File: src/rtl/reg_rename_file.sv
// Architectural register file with per-register rename tags.
// Commits from the reorder buffer write values and retire pending renames.
// Renames from the decoder mark registers busy with a producer tag.
// Source queries return either the committed value or the producer tag.
// A commit in the same cycle as a query is forwarded through a bypass.
module reg_rename_file #(
  parameter int REG_COUNT = 32,
  parameter int REG_IDX_W = 5,
  parameter int ROB_TAG_W = 4,
  parameter int DATA_W    = 32
) (
  input  logic                 in_clk,
  input  logic                 in_rst_n,
  input  logic                 in_rdy,
  input  logic                 in_flush_enable,
  input  logic                 in_rob_commit_enable,
  input  logic [REG_IDX_W-1:0] in_rob_commit_rd,
  input  logic [DATA_W-1:0]    in_rob_commit_value,
  input  logic [ROB_TAG_W-1:0] in_rob_commit_reorder,
  input  logic                 in_decoder_rename_enable,
  input  logic [REG_IDX_W-1:0] in_decoder_rename_rd,
  input  logic [ROB_TAG_W-1:0] in_decoder_rename_reorder,
  input  logic [REG_IDX_W-1:0] in_decoder_rs,
  input  logic [REG_IDX_W-1:0] in_decoder_rt,
  output logic                 out_decoder_rs_busy,
  output logic [DATA_W-1:0]    out_decoder_rs_value,
  output logic [ROB_TAG_W-1:0] out_decoder_rs_reorder,
  output logic                 out_decoder_rt_busy,
  output logic [DATA_W-1:0]    out_decoder_rt_value,
  output logic [ROB_TAG_W-1:0] out_decoder_rt_reorder,
  output logic [31:0]          out_commit_count
);

  // Architectural state: committed value, pending flag and producer tag.
  logic [DATA_W-1:0]    value_q [REG_COUNT];
  logic [DATA_W-1:0]    value_d [REG_COUNT];
  logic [REG_COUNT-1:0] busy_q;
  logic [REG_COUNT-1:0] busy_d;
  logic [ROB_TAG_W-1:0] tag_q   [REG_COUNT];
  logic [ROB_TAG_W-1:0] tag_d   [REG_COUNT];
  logic [31:0]          count_q;
  logic [31:0]          count_d;

  // Register 0 is hardwired, so commits and renames aimed at it do nothing.
  logic commit_live;
  logic rename_live;

  assign commit_live = in_rob_commit_enable && (in_rob_commit_rd != '0);
  // A flush discards any rename issued in the same cycle.
  assign rename_live = in_decoder_rename_enable && !in_flush_enable &&
                       (in_decoder_rename_rd != '0);

  // Every real commit is counted, including those that coincide with a flush.
  assign count_d = count_q + (commit_live ? 32'd1 : 32'd0);

  // Per-register next-state logic.
  for (genvar gi = 0; gi < REG_COUNT; gi++) begin : g_reg
    if (gi == 0) begin : g_zero
      assign value_d[gi] = '0;
      assign busy_d[gi]  = 1'b0;
      assign tag_d[gi]   = '0;
    end else begin : g_live
      logic                 commit_hit;
      logic                 rename_hit;
      logic                 tag_match;
      logic                 busy_nx;
      logic [DATA_W-1:0]    value_nx;
      logic [ROB_TAG_W-1:0] tag_nx;

      assign commit_hit = commit_live && (in_rob_commit_rd == REG_IDX_W'(gi));
      assign rename_hit = rename_live && (in_decoder_rename_rd == REG_IDX_W'(gi));
      assign tag_match  = (tag_q[gi] == in_rob_commit_reorder);

      // Priority for the pending flag: flush, then rename, then a matching
      // commit. A commit with a stale tag (ROB wrapped) must not clear it.
      always_comb begin
        value_nx = value_q[gi];
        busy_nx  = busy_q[gi];
        tag_nx   = tag_q[gi];
        if (commit_hit) begin
          value_nx = in_rob_commit_value;
        end
        if (in_flush_enable) begin
          busy_nx = 1'b0;
        end else if (rename_hit) begin
          busy_nx = 1'b1;
          tag_nx  = in_decoder_rename_reorder;
        end else if (commit_hit && tag_match) begin
          busy_nx = 1'b0;
        end
      end

      assign value_d[gi] = value_nx;
      assign busy_d[gi]  = busy_nx;
      assign tag_d[gi]   = tag_nx;
    end
  end

  // State register: asynchronous clear, updates only when globally ready.
  always_ff @(posedge in_clk or negedge in_rst_n) begin
    if (!in_rst_n) begin
      for (int i = 0; i < REG_COUNT; i++) begin
        value_q[i] <= '0;
        tag_q[i]   <= '0;
      end
      busy_q  <= '0;
      count_q <= '0;
    end else if (in_rdy) begin
      for (int i = 0; i < REG_COUNT; i++) begin
        value_q[i] <= value_d[i];
        tag_q[i]   <= tag_d[i];
      end
      busy_q  <= busy_d;
      count_q <= count_d;
    end
  end

  // Two identical query ports: index 0 serves rs, index 1 serves rt.
  for (genvar gi = 0; gi < 2; gi++) begin : g_query
    logic [REG_IDX_W-1:0] src;
    logic                 bypass;
    logic                 busy_o;
    logic [DATA_W-1:0]    value_o;
    logic [ROB_TAG_W-1:0] reorder_o;

    assign src = (gi == 0) ? in_decoder_rs : in_decoder_rt;

    // Forward a same-cycle commit only when it retires the pending producer.
    assign bypass = in_rob_commit_enable && (in_rob_commit_rd == src) &&
                    busy_q[src] && (tag_q[src] == in_rob_commit_reorder);

    // Query reflects pre-rename state; register 0 always reads as zero.
    always_comb begin
      busy_o    = 1'b0;
      value_o   = '0;
      reorder_o = '0;
      if (src != '0) begin
        reorder_o = tag_q[src];
        if (bypass) begin
          busy_o  = 1'b0;
          value_o = in_rob_commit_value;
        end else begin
          busy_o  = busy_q[src];
          value_o = value_q[src];
        end
      end
    end
  end

  assign out_decoder_rs_busy    = g_query[0].busy_o;
  assign out_decoder_rs_value   = g_query[0].value_o;
  assign out_decoder_rs_reorder = g_query[0].reorder_o;
  assign out_decoder_rt_busy    = g_query[1].busy_o;
  assign out_decoder_rt_value   = g_query[1].value_o;
  assign out_decoder_rt_reorder = g_query[1].reorder_o;
  assign out_commit_count       = count_q;

endmodule

File: config.mk
export PLATFORM = sky130hd
export DESIGN_NAME = reg_rename_file
export DESIGN_NICKNAME = d
export VERILOG_FILES = /design/src/rtl/reg_rename_file.sv
export SDC_FILE = /design/constraint.sdc
export NUM_CORES = 2
export LEC_CHECK = 0
export CORE_UTILIZATION = 55
export DETAILED_ROUTE_END_ITERATION = 16
export HOLD_SLACK_MARGIN = 0.03
export PLACE_DENSITY = 0.69
export SYNTH_ARGS = -nofsm -noshare
export SYNTH_HDL_FRONTEND = slang
export SYNTH_SLANG_ARGS = --single-unit
export TNS_END_PERCENT = 30
File: constraint.sdc
create_clock -name in_clk -period 9.78 [get_ports in_clk]
set_clock_uncertainty 0.1 [all_clocks]
set_input_delay 1.467 -clock in_clk [delete_from_list [all_inputs] [get_ports in_clk]]
set_output_delay 1.467 -clock in_clk [all_outputs]
set_load 0.005 [all_outputs]
==> results.sh <==
export IMPL_outcome="finished, final reports clean"
export IMPL_crit_fanout=47
export IMPL_ys_flop_type="dfrtp_1"
export IMPL_die_area_um2=120000
export IMPL_place_area_um2=68100
export IMPL_gp_congestion=0.888
export IMPL_wire_per_inst_um=31.5
export IMPL_fin_crit_sh_pct=72.8
export IMPL_worstSkewPairLatency_ns=0.77
export IMPL_hpwl_mm=101
export IMPL_syn2layout_area_growth_pct=11.3
export IMPL_crit_slowest_cell="a2111oi_0"
export IMPL_ir_drop_uv=182
export IMPL_synth_area_per_cell_um2=14.9
export IMPL_max_slew_worst_pin_slew_ns=1.34
export IMPL_grt_first_pass_wirelength_mm=286
export IMPL_path_buf_inv=3
export IMPL_finalWirelength_mm=189
export IMPL_yosysUniqueCellTypes=60
export IMPL_async_flop_share_pct=100
export IMPL_path_delay_family="compound AO/OA/AOI/OAI gates"
export IMPL_cts_htree_levels=4
export IMPL_cp_start_kind="input pin"
export IMPL_post_cts_buffers=0
export IMPL_drtPass1Iterations=5
export IMPL_ctsResizeCount=0
export IMPL_die_h_um=346
export IMPL_rows=125
export IMPL_worstRegToRegCells=7
export IMPL_synth_edf_count=0
export IMPL_antenna_found_initial=7
export IMPL_cts_tree="yes"
export IMPL_hold_class="reg -> reg"
export IMPL_cts_clk_slew_worst_paths_ns=0.06
export IMPL_grt_usage_pct=32.2
export IMPL_n_antenna_cell=0
export IMPL_synthesis_area_um2=65200
export IMPL_min_to="out_commit_count[31]$_DFFE_PN0P_"
export IMPL_slew_viol_final=0
export IMPL_power_density_nw_per_um2=184
export IMPL_cts_root_buf="clkbuf_16"
export IMPL_via_per_inst=6.93
export IMPL_finalCriticalPeriod_ns=7.12
export IMPL_synth_fp_nets=4457
export IMPL_r2r_slack_ns=7.26
export IMPL_timing_setup_tns_ns=0
export IMPL_drv_cap=0
export IMPL_io_pins=172
export IMPL_hp_start="out_commit_count[31]$_DFFE_PN0P_"
export IMPL_die_w_um=346
export IMPL_cts_buffer_depth=3
export IMPL_grt_ovfl_total=0
export IMPL_rr_endpoint="out_commit_count[28]$_DFFE_PN0P_"
export IMPL_required_ns=8.21
export IMPL_drcViolationCount=0
export IMPL_vias=41461
export IMPL_critical_path_max_stage_delay_ns=1.15
export IMPL_path_class="in -> out"
export IMPL_cts_buffers=133
export IMPL_setup_viol=0
export IMPL_yosysSeqAreaShare_pct=45.2
export IMPL_crit_chain="buf_8, nor2b_1, a221oi_1, a2111oi_0, o31a_1, xnor2_1, nand4_1, buf_4, nor2b_1, clkdlybuf4s50_1"
export IMPL_core_um2=117000
export IMPL_antenna_left=0
export IMPL_maxSlewHeadroom_pct=8.12
export IMPL_hold_path_depth=1
export IMPL_postSynthCellCount=4389
export IMPL_fin_area_um2=72600
export IMPL_endpoint_kind="output pin"
export IMPL_clock_sinks=1179
export IMPL_nNetsFinal=4425
export IMPL_synth_seq_cells=1179
export IMPL_finalHoldViolations=0
export IMPL_synth_warning_count=0
export IMPL_cpMostUsedCell="nor2b_1"
export IMPL_leakagePower_nw=32.0
export IMPL_max_clock_freq_ghz=0.141
export IMPL_port_buffers=171
export IMPL_rsz0062_at_grt="false"
export IMPL_start_util_pct=55.8
export IMPL_grt_pass1_vias=42641
export IMPL_drive_gt1_share_pct=50.4
export IMPL_drt_iter0_markers=4085
export IMPL_ctsHoldBuffers=0
export IMPL_grt_max_degree=168
export IMPL_r2r_start="out_commit_count[0]$_DFFE_PN0P_"
export IMPL_critPathArrivalTime_ns=5.55
==> routing by layer <==
metal	vias up	GRT usage, %	part of all wire (%)
met4	6	10.6	3.2
li1	16703	-	-
met1	22597	45.0	41
met5	-	0	0.019
met3	379	6.63	8.1
met2	1776	50.5	47
==> cells in the mapped netlist (all sizes together) (5+ instances only) <==
cell type / n / share of area (%)
a22o: 34 / 0.46
nor2: 237 / 1.4
mux4: 640 / 22
clkbuf: 307 / 1.8
or3: 8 / 0.077
buf: 127 / 0.97
nand4: 15 / 0.14
and4: 5 / 0.067
nand2b: 11 / 0.11
nand3: 34 / 0.26
a211oi: 5 / 0.058
nor4: 34 / 0.33
a22oi: 10 / 0.12
mux2: 1233 / 21
o211ai: 10 / 0.12
inv: 6 / 0.035
xor2: 113 / 1.5
mux2i: 54 / 0.83
and3: 9 / 0.086
o21ai: 36 / 0.28
nor3: 14 / 0.11
nor2b: 19 / 0.18
nand2: 127 / 0.73
a31o: 19 / 0.26
xnor2: 54 / 0.73
dfrtp: 1179 / 45
==> registers in the layout, indices dropped and copies added, names as in the netlist <==
| register | flops |
|---|---|
| tag_q | 124 |
| out_commit_count | 32 |
| value_q | 992 |
| busy_q | 31 |
==> layout by cell type (no fill, tap or decap), types with 29 or more instances in the layout <==
cell	instances
clkbuf_8	30
mux4_2	633
nor2_1	218
clkdlybuf4s50_1	156
clkbuf_16	136
mux2_2	1204
xor2_1	113
nand2_1	122
xnor2_1	54
dfrtp_1	1179
a22o_1	34
o21ai_0	36
buf_4	90
mux2_4	29
nor4_1	32
nand3_1	32
mux2i_1	54
==> layout make-up <==
type | count | area (um^2)
flip-flops and latches | 1179 | 29500
well taps | 1524 | 1910
clock buffers | 192 | 3910
fillers | 8710 | 44200
clock inverters | 47 | 561
repair buffers | 267 | 2550
inverters | 7 | 26.3
multi-input cells | 2769 | 34100
==> how the worst max path moves through the flow <==
stage / startpoint / cells after the start / end
CTS: in_decoder_rt[0] / 11 / out_decoder_rt_busy
finish: in_decoder_rt[1] / 10 / out_decoder_rt_busy
detailed placement: in_decoder_rt[0] / 11 / out_decoder_rt_busy
floorplan: in_decoder_rs[0] / 11 / out_decoder_rs_value[10]
global route: in_decoder_rt[0] / 11 / out_decoder_rt_busy
global placement: in_decoder_rt[0] / 11 / out_decoder_rt_busy
==> report_power, final <==
part / internal (mW) / switching [mW] / leakage (nW) / total (mW)
Clock: 2.97 / 2.12 / 2.19 / 5.09
Combinational: 1.38 / 0.916 / 14.0 / 2.30
Sequential: 5.48 / 0.467 / 15.7 / 5.95
==> per-stage QoR <==
stage / hold slack, ns / utilization (%) / setup slack, ns / power (mW) / cells
after detailed placement: 0.368 / 58.3 / 2.65 / 8.31 / 5746
after floorplan: 0.368 / - / 4.10 / 7.55 / 4389
after global placement: 0.361 / 58.3 / 2.65 / 8.23 / 5746
final: 0.382 / 62.1 / 2.66 / 13.3 / 5985
after global routing: 0.399 / 62.1 / 2.53 / 13.9 / 5985
after CTS: 0.381 / 62.1 / 2.65 / 13.4 / 5985
==> cell families after synthesis <==
logic type	share of synthesized area, %
mux	44.4
buf+inv	2.78
fa+ha+maj	0.0384
compound gates	1.66
xor+xnor	2.24
flops	45.2
simple gates	3.63
No activity file was read; power rests on OpenSTA's default activity.
